`config.mk`:
```
export PLATFORM = sky130hd
export DESIGN_NAME = arc4_encrypt_writer
export DESIGN_NICKNAME = d
export VERILOG_FILES = /design/src/rtl/arc4_encrypt_writer.sv
export SDC_FILE = /design/constraint.sdc
export NUM_CORES = 1
export LEC_CHECK = 0
export ABC_CLOCK_PERIOD_IN_PS = 5770
export BUFFER_PORTS_ARGS = -buffer_cell sky130_fd_sc_hd__buf_4
export CELL_PAD_IN_SITES_DETAIL_PLACEMENT = 0
export CELL_PAD_IN_SITES_GLOBAL_PLACEMENT = 2
export CORE_UTILIZATION = 30
export DETAILED_ROUTE_END_ITERATION = 10
export GPL_TIMING_DRIVEN = 0
export PLACE_DENSITY = 0.65
export SLEW_MARGIN = 20
export SYNTH_ARGS = -nofsm -noshare
export SYNTH_HDL_FRONTEND = slang
export SYNTH_SLANG_ARGS = --single-unit
```
`constraint.sdc`:
```
create_clock -name clk -period 5.77 [get_ports clk]
set_input_delay 0.577 -clock clk [delete_from_list [all_inputs] [get_ports clk]]
set_output_delay 0.577 -clock clk [all_outputs]
set_load 0.02 [all_outputs]
```
`src/rtl/arc4_encrypt_writer.sv`:
```
// ARC4 encryptor: runs init/KSA/PRGA on an external S RAM and writes a length-prefixed CT image.
// Optional: define ARC4_ENC_CYCLE_COUNT_EN to add a 32-bit busy-cycle counter output (cycles).
module arc4_encrypt_writer #(
    parameter int unsigned KEY_BYTES = 3,
    parameter int unsigned MSG_AW    = 8
) (
    input  logic                   clk,
    input  logic                   rst,
    input  logic                   en,
    output logic                   rdy,
    input  logic [8*KEY_BYTES-1:0] key,
    output logic [MSG_AW-1:0]      pt_addr,
    input  logic [7:0]             pt_rddata,
    output logic [MSG_AW-1:0]      ct_addr,
    output logic [7:0]             ct_wrdata,
    output logic                   ct_wren,
    output logic [7:0]             s_addr,
    input  logic [7:0]             s_rddata,
    output logic [7:0]             s_wrdata,
    output logic                   s_wren
`ifdef ARC4_ENC_CYCLE_COUNT_EN
    ,
    output logic [31:0]            cycles
`endif
);

    localparam int unsigned KIW = (KEY_BYTES > 1) ? $clog2(KEY_BYTES) : 1;

    typedef enum logic [4:0] {
        StIdle,
        StInit,
        StKsaRdI,
        StKsaWaitI,
        StKsaRdJ,
        StKsaWaitJ,
        StKsaWrI,
        StKsaWrJ,
        StLenRd,
        StLenWait,
        StLenWr,
        StPrgaWaitI,
        StPrgaRdJ,
        StPrgaWaitJ,
        StPrgaWrI,
        StPrgaWrJ,
        StPrgaRdPad,
        StPrgaWaitPad,
        StPrgaWrCt,
        StDone
    } state_t;

    state_t                 state;
    logic [8*KEY_BYTES-1:0] key_q;
    logic [7:0]             i;
    logic [7:0]             j;
    logic [7:0]             k;
    logic [7:0]             len_q;
    logic [7:0]             si_q;
    logic [7:0]             sj_q;
    logic [7:0]             pt_q;
    logic [KIW-1:0]         kidx;
    logic [7:0]             key_byte;
    logic [7:0]             j_ksa;
    logic [7:0]             j_prga;

    // Key byte 0 is the most significant byte of the latched key.
    always_comb begin
        key_byte = 8'h00;
        for (int n = 0; n < KEY_BYTES; n++) begin
            if (kidx == KIW'(n)) begin
                key_byte = key_q[8*(KEY_BYTES-n)-1 -: 8];
            end
        end
    end

    assign j_ksa  = j + s_rddata + key_byte;
    assign j_prga = j + s_rddata;

    always_ff @(posedge clk or posedge rst) begin
        if (rst) begin
            state     <= StIdle;
            rdy       <= 1'b1;
            key_q     <= '0;
            i         <= 8'h00;
            j         <= 8'h00;
            k         <= 8'h00;
            len_q     <= 8'h00;
            si_q      <= 8'h00;
            sj_q      <= 8'h00;
            pt_q      <= 8'h00;
            kidx      <= '0;
            pt_addr   <= '0;
            ct_addr   <= '0;
            ct_wrdata <= 8'h00;
            ct_wren   <= 1'b0;
            s_addr    <= 8'h00;
            s_wrdata  <= 8'h00;
            s_wren    <= 1'b0;
        end else begin
            unique case (state)
                StIdle: begin
                    if (en) begin
                        key_q <= key;
                        rdy   <= 1'b0;
                        i     <= 8'h00;
                        state <= StInit;
                    end
                end
                StInit: begin
                    s_addr   <= i;
                    s_wrdata <= i;
                    s_wren   <= 1'b1;
                    i        <= i + 8'd1;
                    if (i == 8'hFF) begin
                        j     <= 8'h00;
                        kidx  <= '0;
                        state <= StKsaRdI;
                    end
                end
                StKsaRdI: begin
                    s_wren <= 1'b0;
                    s_addr <= i;
                    state  <= StKsaWaitI;
                end
                StKsaWaitI: state <= StKsaRdJ;
                StKsaRdJ: begin
                    si_q   <= s_rddata;
                    j      <= j_ksa;
                    s_addr <= j_ksa;
                    state  <= StKsaWaitJ;
                end
                StKsaWaitJ: state <= StKsaWrI;
                StKsaWrI: begin
                    s_addr   <= i;
                    s_wrdata <= s_rddata;
                    s_wren   <= 1'b1;
                    state    <= StKsaWrJ;
                end
                StKsaWrJ: begin
                    s_addr   <= j;
                    s_wrdata <= si_q;
                    s_wren   <= 1'b1;
                    i        <= i + 8'd1;
                    kidx     <= (kidx == KIW'(KEY_BYTES - 1)) ? '0 : kidx + 1'b1;
                    state    <= (i == 8'hFF) ? StLenRd : StKsaRdI;
                end
                StLenRd: begin
                    s_wren  <= 1'b0;
                    pt_addr <= '0;
                    state   <= StLenWait;
                end
                StLenWait: state <= StLenWr;
                StLenWr: begin
                    len_q     <= pt_rddata;
                    ct_addr   <= '0;
                    ct_wrdata <= pt_rddata;
                    ct_wren   <= 1'b1;
                    // First PRGA step issued here: i = 0 + 1, PT[1].
                    j         <= 8'h00;
                    i         <= 8'd1;
                    k         <= 8'd1;
                    s_addr    <= 8'd1;
                    pt_addr   <= MSG_AW'(1);
                    state     <= (pt_rddata == 8'h00) ? StDone : StPrgaWaitI;
                end
                StPrgaWaitI: begin
                    ct_wren <= 1'b0;
                    state   <= StPrgaRdJ;
                end
                StPrgaRdJ: begin
                    si_q   <= s_rddata;
                    pt_q   <= pt_rddata;
                    j      <= j_prga;
                    s_addr <= j_prga;
                    state  <= StPrgaWaitJ;
                end
                StPrgaWaitJ: state <= StPrgaWrI;
                StPrgaWrI: begin
                    sj_q     <= s_rddata;
                    s_addr   <= i;
                    s_wrdata <= s_rddata;
                    s_wren   <= 1'b1;
                    state    <= StPrgaWrJ;
                end
                StPrgaWrJ: begin
                    s_addr   <= j;
                    s_wrdata <= si_q;
                    s_wren   <= 1'b1;
                    state    <= StPrgaRdPad;
                end
                StPrgaRdPad: begin
                    s_wren <= 1'b0;
                    s_addr <= si_q + sj_q;
                    state  <= StPrgaWaitPad;
                end
                StPrgaWaitPad: state <= StPrgaWrCt;
                StPrgaWrCt: begin
                    ct_addr   <= MSG_AW'(k);
                    ct_wrdata <= pt_q ^ s_rddata;
                    ct_wren   <= 1'b1;
                    if (k == len_q) begin
                        state <= StDone;
                    end else begin
                        k       <= k + 8'd1;
                        i       <= i + 8'd1;
                        s_addr  <= i + 8'd1;
                        pt_addr <= MSG_AW'(k + 8'd1);
                        state   <= StPrgaWaitI;
                    end
                end
                StDone: begin
                    ct_wren <= 1'b0;
                    rdy     <= 1'b1;
                    state   <= StIdle;
                end
                default: state <= StIdle;
            endcase
        end
    end

`ifdef ARC4_ENC_CYCLE_COUNT_EN
    always_ff @(posedge clk or posedge rst) begin
        if (rst) begin
            cycles <= 32'd0;
        end else if (rdy && en) begin
            cycles <= 32'd0;
        end else if (!rdy) begin
            cycles <= cycles + 32'd1;
        end
    end
`endif

endmodule

```
# Yosys cells after proc, flatten, opt, wreduce, memory -nomap -nowiden
# Cells that the tools add are included.
# totals
reg_bits,130
input_bits,43
word_cells,110
# classes
addsub,6
eq_ne,26
n_mux,28
n_bitwise,1
reduce_logical,31
# ops
op,n
$pmux W5 S19,1
$pmux W8 S4,2
$mux W8,7
$pmux W8 S7,1
$pmux W8 S2,3
$pmux W8 S3,2
$eq A5 B4 Y1 const B,8
$add A8 B8 Y8,3
$eq A5 B3 Y1 const B,4
$eq A5 B5 Y1 const B,4
$mux W5,4
$add A8 B1 Y8 const B,2
$reduce_and A2 Y1,8
$reduce_or A2 Y1,6
$eq A5 B2 Y1 const B,2
$reduce_bool A2 Y1,5
$eq A8 B8 Y1,1
$eq A8 B8 Y1 const B,1
$logic_not A8 Y1,1
$reduce_bool A4 Y1,2
$xor A8 B8 Y8,1
$reduce_bool A7 Y1,1
$ne A2 B2 Y1 const B,3
$pmux W1 S2,3
other kinds (15),17

# Depth between registers and ports, before layout
# logic_depth
word_depth,6
depth_mapped,16
ltp_nobuf,16

# Worst setup path before layout
# OpenSTA, ideal clock, no wires.
# synth_timing
kind,input to register
from,input s_rddata[0]
to,register j[7]
setup_ns,0.121
arrival_ns,3.030
path_slack_ns,2.619
cell_stages,15
path_buffers,0
cell_sequence,ha_1 inv_1 fa_1 nor2b_1 o31a_1 o21a_1 nor2_1 xnor2_1 ha_1 a211o_1 o22ai_1 xor2_1 nor2_1 xor2_1 a22o_1
# synth_between
elab_chain_len,3
# synth_lines
element,line,source
"start, declared",18,"input logic [7:0] s_rddata,"
$add A8 B8 Y8 *,"76, 77",
$add A8 B8 Y8,76,assign j_ksa = j + s_rddata + key_byte;
$pmux W8 S4 *,100,unique case (state)
"end signal, assigned",128,j <= j_ksa;
"end signal, assigned",173,j <= j_prga;
"end, declared",55,logic [7:0] j;
# Every way passes the cells marked *; elsewhere a longest branch is shown, timed or not.
# A chain may end at the register's enable or synchronous reset.

# Worst setup path after layout
# layout_timing
from,register j[0]
to,register j[7]
# layout_between
elab_chain_len,3
# layout_lines
element,line
$add A8 B8 Y8 *,"76, 77"
$add A8 B8 Y8,76
$pmux W8 S4 *,100
# Marked as above.

==> flow_metrics.py <==
metrics = {
    "run_status": {
        "status": "completed",
    },
    "sta": {
        "timing_worst_slew_pin_value_ns": 0.830,
        "fin_skew_ns": 0.00860,
        "fin_ws_ns": 2.14,
        "hold_viol_final": 0,
        "setup-violations-final": 0,
        "slew_viol_final": 0,
        "period_share_pct": 63.0,
        "slew_headroom_pct": 44.4,
        "period_minus_slack_ns": 3.63,
        "rsz0062_at_grt": "false",
        "timing.fmax_ghz": 0.275,
    },
    "pwr": {
        "ir_drop_v": 0.000207,
        "p_leak_nw": 3.95,
        "p_per_area_nw_per_um2": 532,
    },
    "floorplan": {
        "start_util_pct": 31.0,
        "dieHeight_um": 156,
        "core_area_um2": 22900,
        "die_area_um2": 24300,
        "io_pins": 86,
        "fp-row-count": 55,
        "die_width_um": 156,
    },
    "placed_design": {
        "dpl.hpwl_um": 17000,
        "place_congestion": 0.892,
        "portBuffers": 85,
        "pre_cts_slack_ns": 1.83,
        "placedCellCount": 1135,
    },
    "clock_network": {
        "cts_root_buffer": "clkbuf_16",
        "h-tree-depth": 4,
        "worstSkewPairLatency_ns": 0.43,
        "cts.path.max_buffers": 2,
        "cts_tree": "yes",
        "clkTransAtPathRegs_ns": 0.06,
        "cts_setup_buffers": 0,
        "clock-sinks": 130,
        "ctsHoldBuffers": 0,
        "cts_resized": 0,
        "cts-buffers-inserted": 17,
    },
    "global_route": {
        "met1_usage_pct": 24.4,
        "grt-ovfl-total": 0,
        "antenna_found_initial": 1,
        "globalRouteMet3Util_pct": 2.75,
        "grt_pass1_wl_um": 35100,
        "grt_max_degree": 76,
        "grt_usage_pct": 19.4,
        "grt_pass1_vias": 6098,
        "grt_busiest_layer": "met2",
        "grt_use_met2_pct": 33.0,
    },
    "worst_setup_path": {
        "end_kind": "register",
        "max_stage_delay_ns": 0.41,
        "rrSetupSlack_ns": 2.14,
        "critical_path_arrival_ns": 3.95,
        "crit_path_start_kind": "register",
        "crit_required_ns": 6.08,
        "reg2reg_to": "j[7]",
        "cp_max_fo": 3,
        "path_cells": "ha_1, inv_1, fa_1, nor2b_1, o31a_1, o21a_1, nor2_1, xnor2_1, ha_1, a211o_1, o22ai_1, xor2_1, nor2_1, xor2_1, a22o_1",
        "r2r_cells": 15,
        "slowest_stage": "fa_1",
        "cp_top_family": "compound AO/OA/AOI/OAI gates",
        "criticalPathCategory": "register to register",
        "path_buf_inv": 1,
        "r2r_start": "j[0]",
    },
    "logic_synthesis": {
        "ys_seq_elements": 130,
        "synth_area_um2": 7110,
        "synth_edf_count": 0,
        "syn_inst": 736,
        "yosys_warnings": 0,
        "seq_area_frac_synth_pct": 45.8,
        "synth_fp_nets": 805,
        "synth_cell_types": 60,
        "synth_commonest_cells": "nand2_1 (135), dfrtp_1 (129), o21ai_0 (49), nor2_1 (45), mux2_2 (40)",
        "synth_top_area_share_pct": 45.4,
        "yosysMostFrequentCell": "nand2_1",
        "synth_area_leader_cell": "dfrtp_1",
        "async_flop_share_pct": 100,
        "synth_top_flop_cell": "dfrtp_1",
        "synth.avg_cell_area_um2": 9.66,
        "yosys-top-cells-area": "dfrtp_1 (45%), nand2_1 (7.1%), mux2_2 (6.3%)",
    },
    "hold_path": {
        "min_path_type": "input pin to async pin",
    },
    "cells_and_area": {
        "final_nets": 910,
        "n_antenna_cell": 0,
        "drive_gt1_share_pct": 20.6,
        "areaGrowthSynthToFinish_pct": 23.7,
        "final_cells": 1166,
        "final_core_util_pct": 38.4,
        "fillers": 2294,
    },
    "route": {
        "num_vias": 5916,
        "drt_iter0_drc": 313,
        "firstDrtPassIters": 4,
        "drc": 0,
        "wl_um": 22500,
        "routedWlPerCell_um": 19.3,
        "viasPerCell": 5.07,
        "antenna_left": 0,
    },
    "run": {
        "cap_violations": 0,
    },
}
[area by class of cell]
type / instances / area, um2 / area share [%]
buffer: 39 / 159 / 1.81
clock buffer: 18 / 439 / 5.00
clock inverter: 13 / 175 / 1.99
inverter: 15 / 63.8 / 0.726
multi-input combinational: 552 / 3640 / 41.4
sequential: 130 / 3250 / 37.0
tap: 313 / 392 / 4.45
timing repair buffer: 86 / 666 / 7.57
[cell families after synthesis]
logic type | share of synthesized area [%]
adder cells (fa/ha/maj) | 4.89
multiplexers | 7.62
AND/OR/NAND/NOR | 16.0
flip-flops | 45.8
XOR/XNOR | 5.67
AO/OA/AOI/OAI | 17.0
buffers and inverters | 3.03
[report_power, final]
group	internal, mW	switching [mW]	leakage [nW]
clock	0.697	0.451	0.294
sequential	1.15	0.173	1.57
combinational	0.925	1.29	2.09
total	2.77	1.91	3.95
[state kept, by name, summed over array words and instances, names as in the netlist]
register,flops
si_q,8
s_addr,8
state,5
rdy,1
k,8
j,8
ct_wren,1
pt_q,8
len_q,8
pt_addr,8
key_q,24
kidx,2
s_wrdata,8
sj_q,8
ct_addr,8
s_wren,1
ct_wrdata,8
i,8
[through the flow]
step	hold slack, ns	total power [mW]	setup TNS (ns)	cell area [um2]
6_report	0.154	4.68	0	8790
5_1_grt	0.199	4.99	0	8790
4_1_cts	0.184	4.70	0	8790
3_5_place_dp	0.470	3.53	0	8180
3_3_place_gp	0.464	3.50	-3.28	8140
2_1_floorplan	0.465	2.84	0	7110
[metal layers]
metal / wire, um / vias to the layer above / part of all wire, %
met5: 0 / - / 0
met4: 651 / 0 / 2.9
met3: 821 / 34 / 3.7
met2: 11100 / 142 / 49
met1: 9950 / 2913 / 44
li1: - / 2827 / -
[worst max-delay path by stage]
stage,from,end,slack [ns],depth (start not counted)
floorplan,rst,ct_addr[0],1.73,1
detailed placement,s_rddata[0],j[7],1.83,16
finish,j[0],j[7],2.14,15
CTS,j[0],j[7],2.18,15
global placement,rst,sj_q[3],-0.04,2
global route,j[0],j[7],1.91,15
[cells in the final DEF (no fill, tap or decap), types with 6 or more instances in the layout]
cell / synthesis / final
xnor2_1: 28 / 28
and3_1: 8 / 8
a21oi_1: 17 / 17
xor2_1: 18 / 18
buf_4: 1 / 86
nor2_1: 45 / 45
buf_1: 6 / 6
o22ai_1: 6 / 6
nand2_1: 135 / 135
a21o_1: 10 / 10
mux2_2: 40 / 40
dfrtp_1: 129 / 129
nand3_1: 14 / 14
buf_2: 7 / 7
nand2b_1: 9 / 9
ha_1: 23 / 23
inv_1: 15 / 14
mux2i_1: 8 / 8
a31oi_1: 18 / 18
clkbuf_1: 25 / 25
o31ai_1: 9 / 8
a211oi_1: 11 / 11
clkbuf_16: 0 / 17
nor2b_1: 14 / 14
o21ai_0: 49 / 49
a22o_1: 15 / 15
Power figures use the tool's default switching activity.
